**config.mk**
```make
export PLATFORM = sky130hd
export DESIGN_NAME = led_bank
export DESIGN_NICKNAME = d
export VERILOG_FILES = /design/src/rtl/led_bank.sv
export SDC_FILE = /design/constraint.sdc
export NUM_CORES = 1
export LEC_CHECK = 0
export ABC_AREA = 1
export CAP_MARGIN = 10
export CELL_PAD_IN_SITES_DETAIL_PLACEMENT = 2
export CELL_PAD_IN_SITES_GLOBAL_PLACEMENT = 2
export CORE_MARGIN = 2
export CORE_UTILIZATION = 33
export CTS_BUF_LIST = sky130_fd_sc_hd__clkbuf_2
export CTS_CLUSTER_SIZE = 14
export DETAILED_ROUTE_END_ITERATION = 12
export GPL_TIMING_DRIVEN = 0
export PLACE_DENSITY = 0.82
export RECOVER_POWER = 100
export SLEW_MARGIN = 40
export SYNTH_ARGS = -nofsm -noshare
export SYNTH_HDL_FRONTEND = slang
export SYNTH_SLANG_ARGS = --single-unit
```
**constraint.sdc**
```tcl
create_clock -name clk -period 2 [get_ports clk]
set_input_delay 0.2 -clock clk [delete_from_list [all_inputs] [get_ports clk]]
set_output_delay 0.2 -clock clk [all_outputs]
set_load 0.1 [all_outputs]
```
**src/rtl/led_bank.sv**
```systemverilog
// Memory-mapped multi-channel LED controller: per-channel static, blink, PWM or forced-off modes,
// with a shared blink timebase and a shared free-running PWM counter.
module led_bank #(
  parameter int NUM_LEDS = 4,
  parameter int PERIOD_W = 24,
  parameter int PWM_W    = 8
) (
  input  logic                clk,
  input  logic                rst,
  input  logic [3:0]          address,
  input  logic                write_en,
  input  logic                read_en,
  input  logic [31:0]         data_in,
  output logic [31:0]         data_out,
  output logic [NUM_LEDS-1:0] led
);

  logic [NUM_LEDS-1:0]   r_static;
  logic [2*NUM_LEDS-1:0] r_mode;
  logic [PERIOD_W-1:0]   r_period;
  logic [PWM_W-1:0]      r_duty [NUM_LEDS];
  logic [PERIOD_W-1:0]   r_bcnt;
  logic                  r_phase;
  logic [PWM_W-1:0]      r_pcnt;
  logic [NUM_LEDS-1:0]   r_led;

  logic                  w_wr_static;
  logic                  w_wr_mode;
  logic                  w_wr_period;
  logic                  w_duty_hit;
  logic                  w_wr_duty;
  logic                  w_bterm;
  logic [NUM_LEDS-1:0]   w_led_next;

  assign w_wr_static = write_en && (address == 4'h0);
  assign w_wr_mode   = write_en && (address == 4'h1);
  assign w_wr_period = write_en && (address == 4'h2);
  assign w_duty_hit  = address[3] && (int'(address[2:0]) < NUM_LEDS);
  assign w_wr_duty   = write_en && w_duty_hit;
  assign w_bterm     = (r_bcnt == r_period);

  // Register file
  always_ff @(posedge clk) begin
    if (rst) begin
      r_static <= '1;
      r_mode   <= '0;
      r_period <= '0;
      for (int ch = 0; ch < NUM_LEDS; ch++) r_duty[ch] <= '0;
    end else begin
      if (w_wr_static) r_static <= data_in[NUM_LEDS-1:0];
      if (w_wr_mode)   r_mode   <= data_in[2*NUM_LEDS-1:0];
      if (w_wr_period) r_period <= data_in[PERIOD_W-1:0];
      for (int ch = 0; ch < NUM_LEDS; ch++) begin
        if (w_wr_duty && (int'(address[2:0]) == ch)) r_duty[ch] <= data_in[PWM_W-1:0];
      end
    end
  end

  // Shared blink and PWM timebases; a PERIOD write restarts the blink half-period with phase high
  always_ff @(posedge clk) begin
    if (rst) begin
      r_bcnt  <= '0;
      r_phase <= 1'b1;
      r_pcnt  <= '0;
    end else begin
      r_pcnt <= r_pcnt + PWM_W'(1);
      if (w_wr_period) begin
        r_bcnt  <= '0;
        r_phase <= 1'b1;
      end else if (w_bterm) begin
        r_bcnt  <= '0;
        r_phase <= ~r_phase;
      end else begin
        r_bcnt  <= r_bcnt + PERIOD_W'(1);
      end
    end
  end

  always_comb begin
    w_led_next = '0;
    for (int ch = 0; ch < NUM_LEDS; ch++) begin
      case (r_mode[2*ch +: 2])
        2'b00:   w_led_next[ch] = r_static[ch];
        2'b01:   w_led_next[ch] = r_phase;
        2'b10:   w_led_next[ch] = (r_pcnt < r_duty[ch]);
        default: w_led_next[ch] = 1'b0;
      endcase
    end
  end

  // LED output register
  always_ff @(posedge clk) begin
    if (rst) r_led <= '1;
    else     r_led <= w_led_next;
  end

  assign led = r_led;

  always_comb begin
    data_out = '0;
    if (read_en) begin
      case (address)
        4'h0:    data_out[NUM_LEDS-1:0]   = r_static;
        4'h1:    data_out[2*NUM_LEDS-1:0] = r_mode;
        4'h2:    data_out[PERIOD_W-1:0]   = r_period;
        4'h3:    data_out[NUM_LEDS-1:0]   = r_led;
        default: begin
          for (int ch = 0; ch < NUM_LEDS; ch++) begin
            if (w_duty_hit && (int'(address[2:0]) == ch)) data_out[PWM_W-1:0] = r_duty[ch];
          end
        end
      endcase
    end
  end

endmodule

```
==> flow_summary.yaml, run 1 <==
run_status:
  status: "finished with violations"
  violations: "negative setup slack"
clock_network:
  numCtsBuffers: 9
  path_clk_slew_ns: 0.29
  cts.hold.buffers_added: 0
  root_buffer: "clkbuf_2"
  cts.htree.levels: 3
  clk-insertion-delay-late_ns: 0.66
  clk_path_buf_depth: 2
  cts_tree: "yes"
  cts.sinks: 105
floorplan:
  fp.dieH_um: 139.6
  start_util: 0.3365
  dieArea_um2: 19480
  die_w_um: 139.6
  io_pins: 76
  num_rows: 49
  core_um2: 18020
placed_design:
  dp_cells: 1136
  gp_congestion: 0.8558
  placed_area_um2: 6994
  dp_hpwl_um: 17930
  io_buffers: 59
critical_path:
  end_kind: "primary output"
  worst_path_most_repeated_cell: "nand2_2"
  reg2regPathDepth: 6
  critPathSlowestCell: "edfxtp_1"
  worstPathArrival_ns: 1.85
  crit_family: "flip-flops"
  crit_type: "reg2out"
  cp_cell_sequence: "inv_2 -> o211ai_1 -> nand2_1 -> nand2_2 -> nand2_2 -> nor2_4 -> buf_12"
  start_kind: "flip-flop"
  r2r-end: "led[0]$_SDFF_PP1_"
  path_max_fanout: 2
  reg2reg_slack_ns: 0.08
  r2r_start: "r_pcnt[5]$_SDFF_PP0_"
  required_ns: 1.80
  critPathBufInv: 2
  max_stage_delay_ns: 0.41
sta:
  hold_ws_ns: 0.1355
  fin_ws_ns: -0.05145
  setup_viol: 2
  hold_viol: 0
  tightest_slew_ns: 0.7308
  slew_violations: 0
  skew_ns: 0.04110
  relSlewSlack: 0.5128
  rsz0062_at_grt: "yes"
  fmax_mhz: 487.5
  finalCritPeriodShare: 1.026
  fin_tns_setup_ns: -0.05340
  min_period_ns: 2.051
synth:
  yosysMostFrequentCell: "nand2_1"
  syn-instance-count: 841
  ys_seq_elements: 105
  yosysSeqAreaShare: 0.3994
  async_reset_ff_frac: 0
  syn_avg_cell_area_um2: 7.211
  synthesis.area_um2: 6065
  post-synth-top-area-cell: "dfxtp_1"
  yosys_warnings: 0
  synth_edf_count: 32
  ys.flop_type: "dfxtp_1"
  synth_top_cell_area_share: 0.2410
  synth.distinct_cells: 39
  synth_area_leaders: "dfxtp_1 24%, edfxtp_1 16%, nand2_1 12%"
  synth_top_cells_by_count: "192 x nand2_1, 128 x inv_1, 122 x nor2_1, 73 x dfxtp_1, 53 x a21oi_1"
detailed_routing:
  viasPerCell: 5.102
  route.detailed.drc: 0
  drt-pass1-iter-count: 4
  wire_per_inst_um: 19.58
  drt-initial-drc-count: 327
  via_count: 5954
  routed_wirelength_um: 22850
  ant_nets: 0
final_layout:
  area_growth_syn_to_layout_pct: 23.52
  drive_gt1_frac: 0.1612
  final_cell_count_no_fill: 1167
  final_nets: 1002
  post-route-cell-area_um2: 7491
hold_path:
  min_from: "data_in[12]"
  hold_depth: 3
  holdPathEnd: "r_period[12]$_SDFFE_PP0P_"
  hold_path.class: "in2reg"
power:
  powerDensity_nw_per_um2: 553.8
  p_leak_nw: 3.223
  irDropWorstVdd_mv: 0.2262
  total_power_mw: 4.149
global_route:
  grt_usage: 0.2382
  antenna_found_initial: 2
  grt_max_degree: 17
  overflow: 0
  grt_pass1_vias: 6316
  grt_first_pass_wirelength_um: 35710
job:
  max_cap_viol_count: 0
[flip-flops by register name, indices dropped and copies added (netlist names)]
name / flops
led: 4
r_bcnt: 24
r_duty: 32
r_mode: 8
r_pcnt: 8
r_period: 24
r_phase: 1
r_static: 4
[metrics by stage]
| stage | setup WS (ns) | utilization |
|---|---|---|
| finish | -0.05145 | 0.4156 |
| global route | -0.2195 | 0.4156 |
| CTS | -0.08337 | 0.4125 |
| detailed placement | -0.8705 | 0.3880 |
| global placement | -1.822 | 0.3955 |
| floorplan | -0.8419 | - |
[what timing repair did]
item	CTS	global route
cloned	0	0
resized for setup	87	27
pin swaps	12	6
endpoints found under the setup margin	24	30
buffers inserted	11	3
[routing by layer]
metal,part of all wire,vias up,track usage
met5,0,-,0
met4,0.015,0,0.06474
met3,0.028,21,0.02134
met2,0.47,95,0.3922
met1,0.49,2973,0.3368
li1,-,2865,-
[cell usage in the layout, fill, tap and decap left out, drive strengths merged]
cell type	n
nand3	25
a21oi	53
nor3	27
a221oi	1
clkdlybuf4s50	24
diode	1
xnor2	4
nand2	200
nor2	131
o21ai	51
o21a	1
nand4	11
o2111ai	4
dlygate4sd2	4
nand3b	1
buf	53
ha	30
clkbuf	26
a31oi	1
xor2	14
o221ai	4
dfxtp	73
conb	8
clkinv	7
edfxtp	32
o22ai	3
o211ai	6
inv	135
dlygate4sd3	2
a211oi	4
nor4	1
nor3b	1
[worst min-delay path, cell delays in order]
cell and delay, ns:
clkdlybuf4s50_1 0.39, o21ai_0 0.15, a21oi_1 0.05
[final cells by class]
cell class / count / area (um^2)
fillers: 2112 / 10530
diodes: 1 / 2.502
inverters: 137 / 519.2
repair buffers: 73 / 747.0
multi-input cells: 581 / 3237
plain buffers: 25 / 188.9
clock buffers: 11 / 55.05
flip-flops and latches: 105 / 2431
well taps: 229 / 286.5
clock inverters: 5 / 23.77
[worst max-delay path by stage]
stage | startpoint | end | depth (start not counted)
floorplan | address[1] | data_out[10] | 5
global placement | read_en | data_out[18] | 5
detailed placement | read_en | data_out[17] | 5
CTS | r_duty[0][7]$_SDFFCE_PN0P_ | data_out[7] | 7
global route | r_duty[0][7]$_SDFFCE_PN0P_ | data_out[7] | 7
finish | r_duty[0][7]$_SDFFCE_PN0P_ | data_out[7] | 7
[power breakdown]
group          leakage, nW  switching [mW]  internal (mW)
registers            0.900          0.0671           2.28
logic                 2.26           0.610          0.278
clock network       0.0629           0.753          0.162
[cells by family (layout without fill, tap and decap cells)]
family,count (synthesis),in the layout,share of synthesized area
DFF,105,105,0.3994
adders and majority gates,30,30,0.06189
other,1,9,0.0006183
and+or+nand+nor,397,397,0.2827
xor gates and xnor gates,18,18,0.02600
AOI/OAI and AO/OA,128,128,0.1166
buffers and inverters,162,251,0.1129
Note: power is estimated with default switching activity, not from simulation.
==> run 2: changes to the inputs <==
- CAP_MARGIN: 10 -> 20
- CORE_MARGIN: 2 -> 5
- CTS_CLUSTER_SIZE: 14 -> 8
==> flow_summary.yaml, run 2 (same netlist as run 1, synthesis figures left out) <==
global_route:
  grt_pass1_vias: 6517
  antenna_found_initial: 1
  grt_usage: 0.2236
  overflow: 0
  grt_first_pass_wirelength_um: 37020
  grt_max_degree: 18
clock_network:
  clk-insertion-delay-late_ns: 0.70
  path_clk_slew_ns: 0.31
  cts.htree.levels: 3
  cts.sinks: 105
  cts.hold.buffers_added: 0
  numCtsBuffers: 9
  cts_tree: "yes"
  root_buffer: "clkbuf_2"
  clk_path_buf_depth: 2
critical_path:
  required_ns: 1.80
  r2r_start: "r_bcnt[17]$_SDFF_PP0_"
  path_max_fanout: 8
  start_kind: "primary input"
  reg2regPathDepth: 10
  reg2reg_slack_ns: 0.12
  crit_end: "data_out[7]"
  crit_start: "address[2]"
  r2r-end: "r_bcnt[23]$_SDFF_PP0_"
  end_kind: "primary output"
  worstPathArrival_ns: 2.01
  crit_type: "in2out"
final_layout:
  fin_util: 0.4228
  largest_reg_flops: 32
  final_nets: 1008
  regMostFlops: "r_duty"
  final_common_cell: "nand2_1"
  drive_gt1_frac: 0.1983
  largestRegisters: "r_duty: 32 flops, r_bcnt: 24 flops, r_period: 24 flops"
  layout_common_cells: "185 x nand2_1, 112 x inv_1, 110 x nor2_1"
  post-route-cell-area_um2: 7621
  area_growth_syn_to_layout_pct: 25.67
  final_cell_count_no_fill: 1173
placed_design:
  placed_area_um2: 6994
  io_buffers: 59
  gp_congestion: 0.8329
  dp_cells: 1136
  preCtsSetupSlack_ns: -0.8331
  dp_hpwl_um: 17870
sta:
  hold_ws_ns: 0.1016
  tightest_slew_ns: 0.6414
  setup_viol: 18
  fin_ws_ns: -0.2130
  slew_violations: 0
  hold_viol: 0
  min_period_ns: 2.213
  relSlewSlack: 0.5724
  fmax_mhz: 451.9
  finalCritPeriodShare: 1.106
  rsz0062_at_grt: "yes"
  skew_ns: 0.04277
power:
  p_leak_nw: 3.238
  irDropWorstVdd_mv: 0.2330
  powerDensity_nw_per_um2: 563.9
detailed_routing:
  viasPerCell: 5.227
  wire_per_inst_um: 21.39
  via_count: 6131
  ant_nets: 0
  route.detailed.drc: 0
  drt-pass1-iter-count: 4
  drt-initial-drc-count: 367
  routed_wirelength_um: 25100
run_status:
  violations: "negative setup slack"
  status: "finished with violations"
floorplan:
  die_w_um: 145.6
  start_util: 0.3365
  num_rows: 49
  core_um2: 18020
  dieArea_um2: 21190
  fp.dieH_um: 145.6
  io_pins: 76
hold_path:
  hold_depth: 3
  hold_path.class: "in2reg"
job:
  max_cap_viol_count: 0
[run 2: cell count changes in the layout (fill, tap and decap cells not counted), moves of 5 or more]
cell and delta:
dfxtp_1 -5, inv_1 -11, inv_2 +11, nand2_1 -7
nand2_2 +8
[run 2: area by class of cell]
type | instances | area, um^2
Fill cell | 2093 | 10400
Multi-Input combinational cell | 581 | 3276
Sequential cell | 105 | 2440
Timing Repair Buffer | 79 | 820.8
Inverter | 137 | 519.2
Tap cell | 229 | 286.5
Buffer | 25 | 182.7
Clock buffer | 11 | 55.05
Clock inverter | 5 | 38.79
Antenna cell | 1 | 2.502
[run 2: report_power, final]
group,total (mW),internal (mW),switching (mW)
clock,0.990,0.184,0.806
sequential,2.36,2.28,0.0737
combinational,0.952,0.293,0.659
total,4.30,2.76,1.54
[run 2: what timing repair did]
action / in CTS / in global routing
resized for setup: 102 / 45
setup buffers: 13 / 7
endpoints found under the setup margin: 25 / 45
pin swaps: 13 / 15
[run 2: per-stage QoR]
stage | power [mW] | setup TNS (ns)
after floorplan | 2.914 | -5.931
after global placement | 3.194 | -52.18
after detailed placement | 3.214 | -27.34
after CTS | 4.266 | -0.5215
after global routing | 4.497 | -2.332
final | 4.298 | -1.298
[run 2: routing by layer]
layer	track usage	part of all wire	vias to the layer above	wire length [um]
met1	0.3026	0.46	3043	11430
met5	0	0	-	0
met2	0.3660	0.47	179	11840
li1	-	-	2875	-
met3	0.03831	0.052	34	1294
met4	0.06856	0.021	0	528
[run 2: worst min path at each step]
stage / slack (ns) / start / endpoint
6_report: 0.10 / data_in[11] / r_period[11]$_SDFFE_PP0P_
3_3_place_gp: 0.47 / r_mode[3]$_SDFFE_PP0P_ / led[1]$_SDFF_PP1_
3_5_place_dp: 0.48 / r_mode[3]$_SDFFE_PP0P_ / led[1]$_SDFF_PP1_
4_1_cts: 0.04 / data_in[9] / r_period[9]$_SDFFE_PP0P_
5_1_grt: 0.05 / data_in[11] / r_period[11]$_SDFFE_PP0P_
2_1_floorplan: 0.33 / data_in[2] / r_static[2]$_SDFFE_PP1P_
[run 2: worst max-delay path: stages]
cell and delay (ns):
dlygate4sd2_1 0.35, inv_1 0.14, nand3_4 0.19, nor2_4 0.31, nand2_1 0.09, o211ai_1 0.11
nand2_1 0.10, nand2_2 0.09, nand2_2 0.07, nor2_4 0.15, buf_12 0.19
==> run 3: changes to the inputs <==
- PLACE_DENSITY: 0.82 -> default
- PLACE_DENSITY_LB_ADDON: default -> 0.1
==> flow_summary.yaml, run 3 (same netlist as run 1, synthesis figures left out) <==
final_layout:
  final_nets: 1009
  layout_common_cells: "191 x nand2_1, 119 x inv_1, 109 x nor2_1"
  area_growth_syn_to_layout_pct: 26.14
  final_common_cell: "nand2_1"
  drive_gt1_frac: 0.1780
  n_fill_cell: 2122
  regMostFlops: "r_duty"
  fin_util: 0.4244
  largest_reg_flops: 32
  largestRegisters: "r_duty: 32 flops, r_bcnt: 24 flops, r_period: 24 flops"
power:
  p_clk_frac: 0.264
  p_comb_frac: 0.205
  irDropWorstVdd_mv: 0.3127
  switching_share: 0.3235
  p_leak_nw: 3.276
  power_frac_seq: 0.531
  p_switching_mw: 1.430
  powerDensity_nw_per_um2: 578.0
  intPower_mw: 2.991
global_route:
  grt_first_pass_wirelength_um: 35730
  grt_usage: 0.2128
  antenna_found_initial: 1
  grt_pass1_vias: 6621
  grt_max_degree: 18
  overflow: 0
clock_network:
  root_buffer: "clkbuf_2"
  cts.htree.levels: 3
  numCtsBuffers: 9
  cts.hold.buffers_added: 0
  clk_path_buf_depth: 2
  path_clk_slew_ns: 0.29
  cts.sinks: 105
  clk-insertion-delay-late_ns: 0.63
  cts_tree: "yes"
sta:
  setup_viol: 1
  fmax_mhz: 498.0
  slew_violations: 0
  finalCritPeriodShare: 1.004
  rsz0062_at_grt: "yes"
  fin_tns_setup_ns: -0.008087
  relSlewSlack: 0.5351
  min_period_ns: 2.008
  tightest_slew_ns: 0.6973
  hold_ws_ns: 0.1677
  fin_ws_ns: -0.008087
  hold_viol: 0
  skew_ns: 0.03457
critical_path:
  crit_type: "reg2out"
  start_kind: "flip-flop"
  critPathSlowestCell: "dfxtp_1"
  required_ns: 1.80
  cp_cell_sequence: "inv_1 -> o2111ai_1 -> nand2_1 -> nor2_4 -> buf_8"
  path_max_fanout: 5
  worstPathArrival_ns: 1.81
  end_kind: "primary output"
  max_stage_delay_ns: 0.38
detailed_routing:
  ant_nets: 0
  wire_per_inst_um: 19.30
  drt-initial-drc-count: 222
  route.detailed.drc: 0
  via_count: 5921
  routed_wirelength_um: 22670
  drt-pass1-iter-count: 4
  viasPerCell: 5.039
placed_design:
  dp_hpwl_um: 17880
  io_buffers: 59
  gp_congestion: 0.8317
floorplan:
  dieArea_um2: 21190
  core_um2: 18020
  io_pins: 76
  start_util: 0.3365
  die_w_um: 145.6
  fp.dieH_um: 145.6
  num_rows: 49
run_status:
  status: "finished with violations"
  violations: "negative setup slack"
hold_path:
  hold_path.class: "in2reg"
job:
  max_cap_viol_count: 0
-- run 3: cell count changes in the layout (fill, tap and decap cells not counted), moves of 3 or more --
cell,change
inv_1,+7
inv_2,-7
nand2_2,-7
buf_4,+6
nand2_1,+6
clkbuf_8,-5
buf_2,-4
clkbuf_2,+4
dfxtp_1,+4
dfxtp_2,-4
buf_6,-3
-- run 3: metal layers --
metal	GRT usage	share of wire	up-vias	routed length [um]
met5	0	0	-	0
met2	0.4271	0.57	70	13010
met1	0.2202	0.38	2946	8549
met4	0.07136	0.031	0	709
li1	-	-	2875	-
met3	0.03488	0.018	30	406
-- run 3: layout make-up --
class,instances,area [um^2],area share
Multi-Input combinational cell,581,3278,0.4285
Sequential cell,105,2435,0.3183
Timing Repair Buffer,80,807.0,0.1055
Inverter,137,519.2,0.06788
Tap cell,229,286.5,0.03746
Buffer,25,182.7,0.02388
Clock inverter,5,81.33,0.01063
Clock buffer,11,55.05,0.007197
Antenna cell,2,5.005,0.0006542
-- run 3: timing repair --
| action | in CTS | in global routing |
|---|---|---|
| pin swaps | 15 | 5 |
| resized for setup | 102 | 27 |
| endpoints found under the setup margin | 28 | 41 |
| setup buffers | 10 | 11 |
-- run 3: metrics by stage --
step	power (mW)	area, um^2	setup WS [ns]	cells
4_1_cts	4.461	7518	-0.09895	1162
5_1_grt	4.646	7650	-0.1567	1175
2_1_floorplan	2.914	6252	-0.8419	848
3_3_place_gp	3.178	7129	-1.798	1136
6_report	4.421	7650	-0.008087	1175
3_5_place_dp	3.208	6990	-0.9429	1136
-- run 3: power groups by stage --
stage	Sequential [mW]	Clock [mW]	Combinational [mW]
floorplan	2.38	0	0.535
global placement	2.38	0	0.796
detailed placement	2.39	0	0.820
CTS	2.35	1.22	0.891
global route	2.36	1.29	0.987
finish	2.35	1.17	0.905
-- run 3: final timing paths --
check | start | end | slack, ns | cells after the start
max | r_mode[2]$_SDFFE_PP0P_ | data_out[2] | -0.008 | 5
min | data_in[16] | r_period[16]$_SDFFE_PP0P_ | 0.17 | 3
max reg2reg | r_bcnt[17]$_SDFF_PP0_ | r_bcnt[6]$_SDFF_PP0_ | 0.05 | 10
min reg2reg | r_mode[1]$_SDFFE_PP0P_ | led[0]$_SDFF_PP1_ | 0.52 | 2
-- run 3: critical path, delay by kind of cell, from the launching register on --
family | cells | cell delay (ns)
simple gates | 2 | 0.28
flops | 1 | 0.38
compound gates | 1 | 0.24
buf+inv | 2 | 0.29
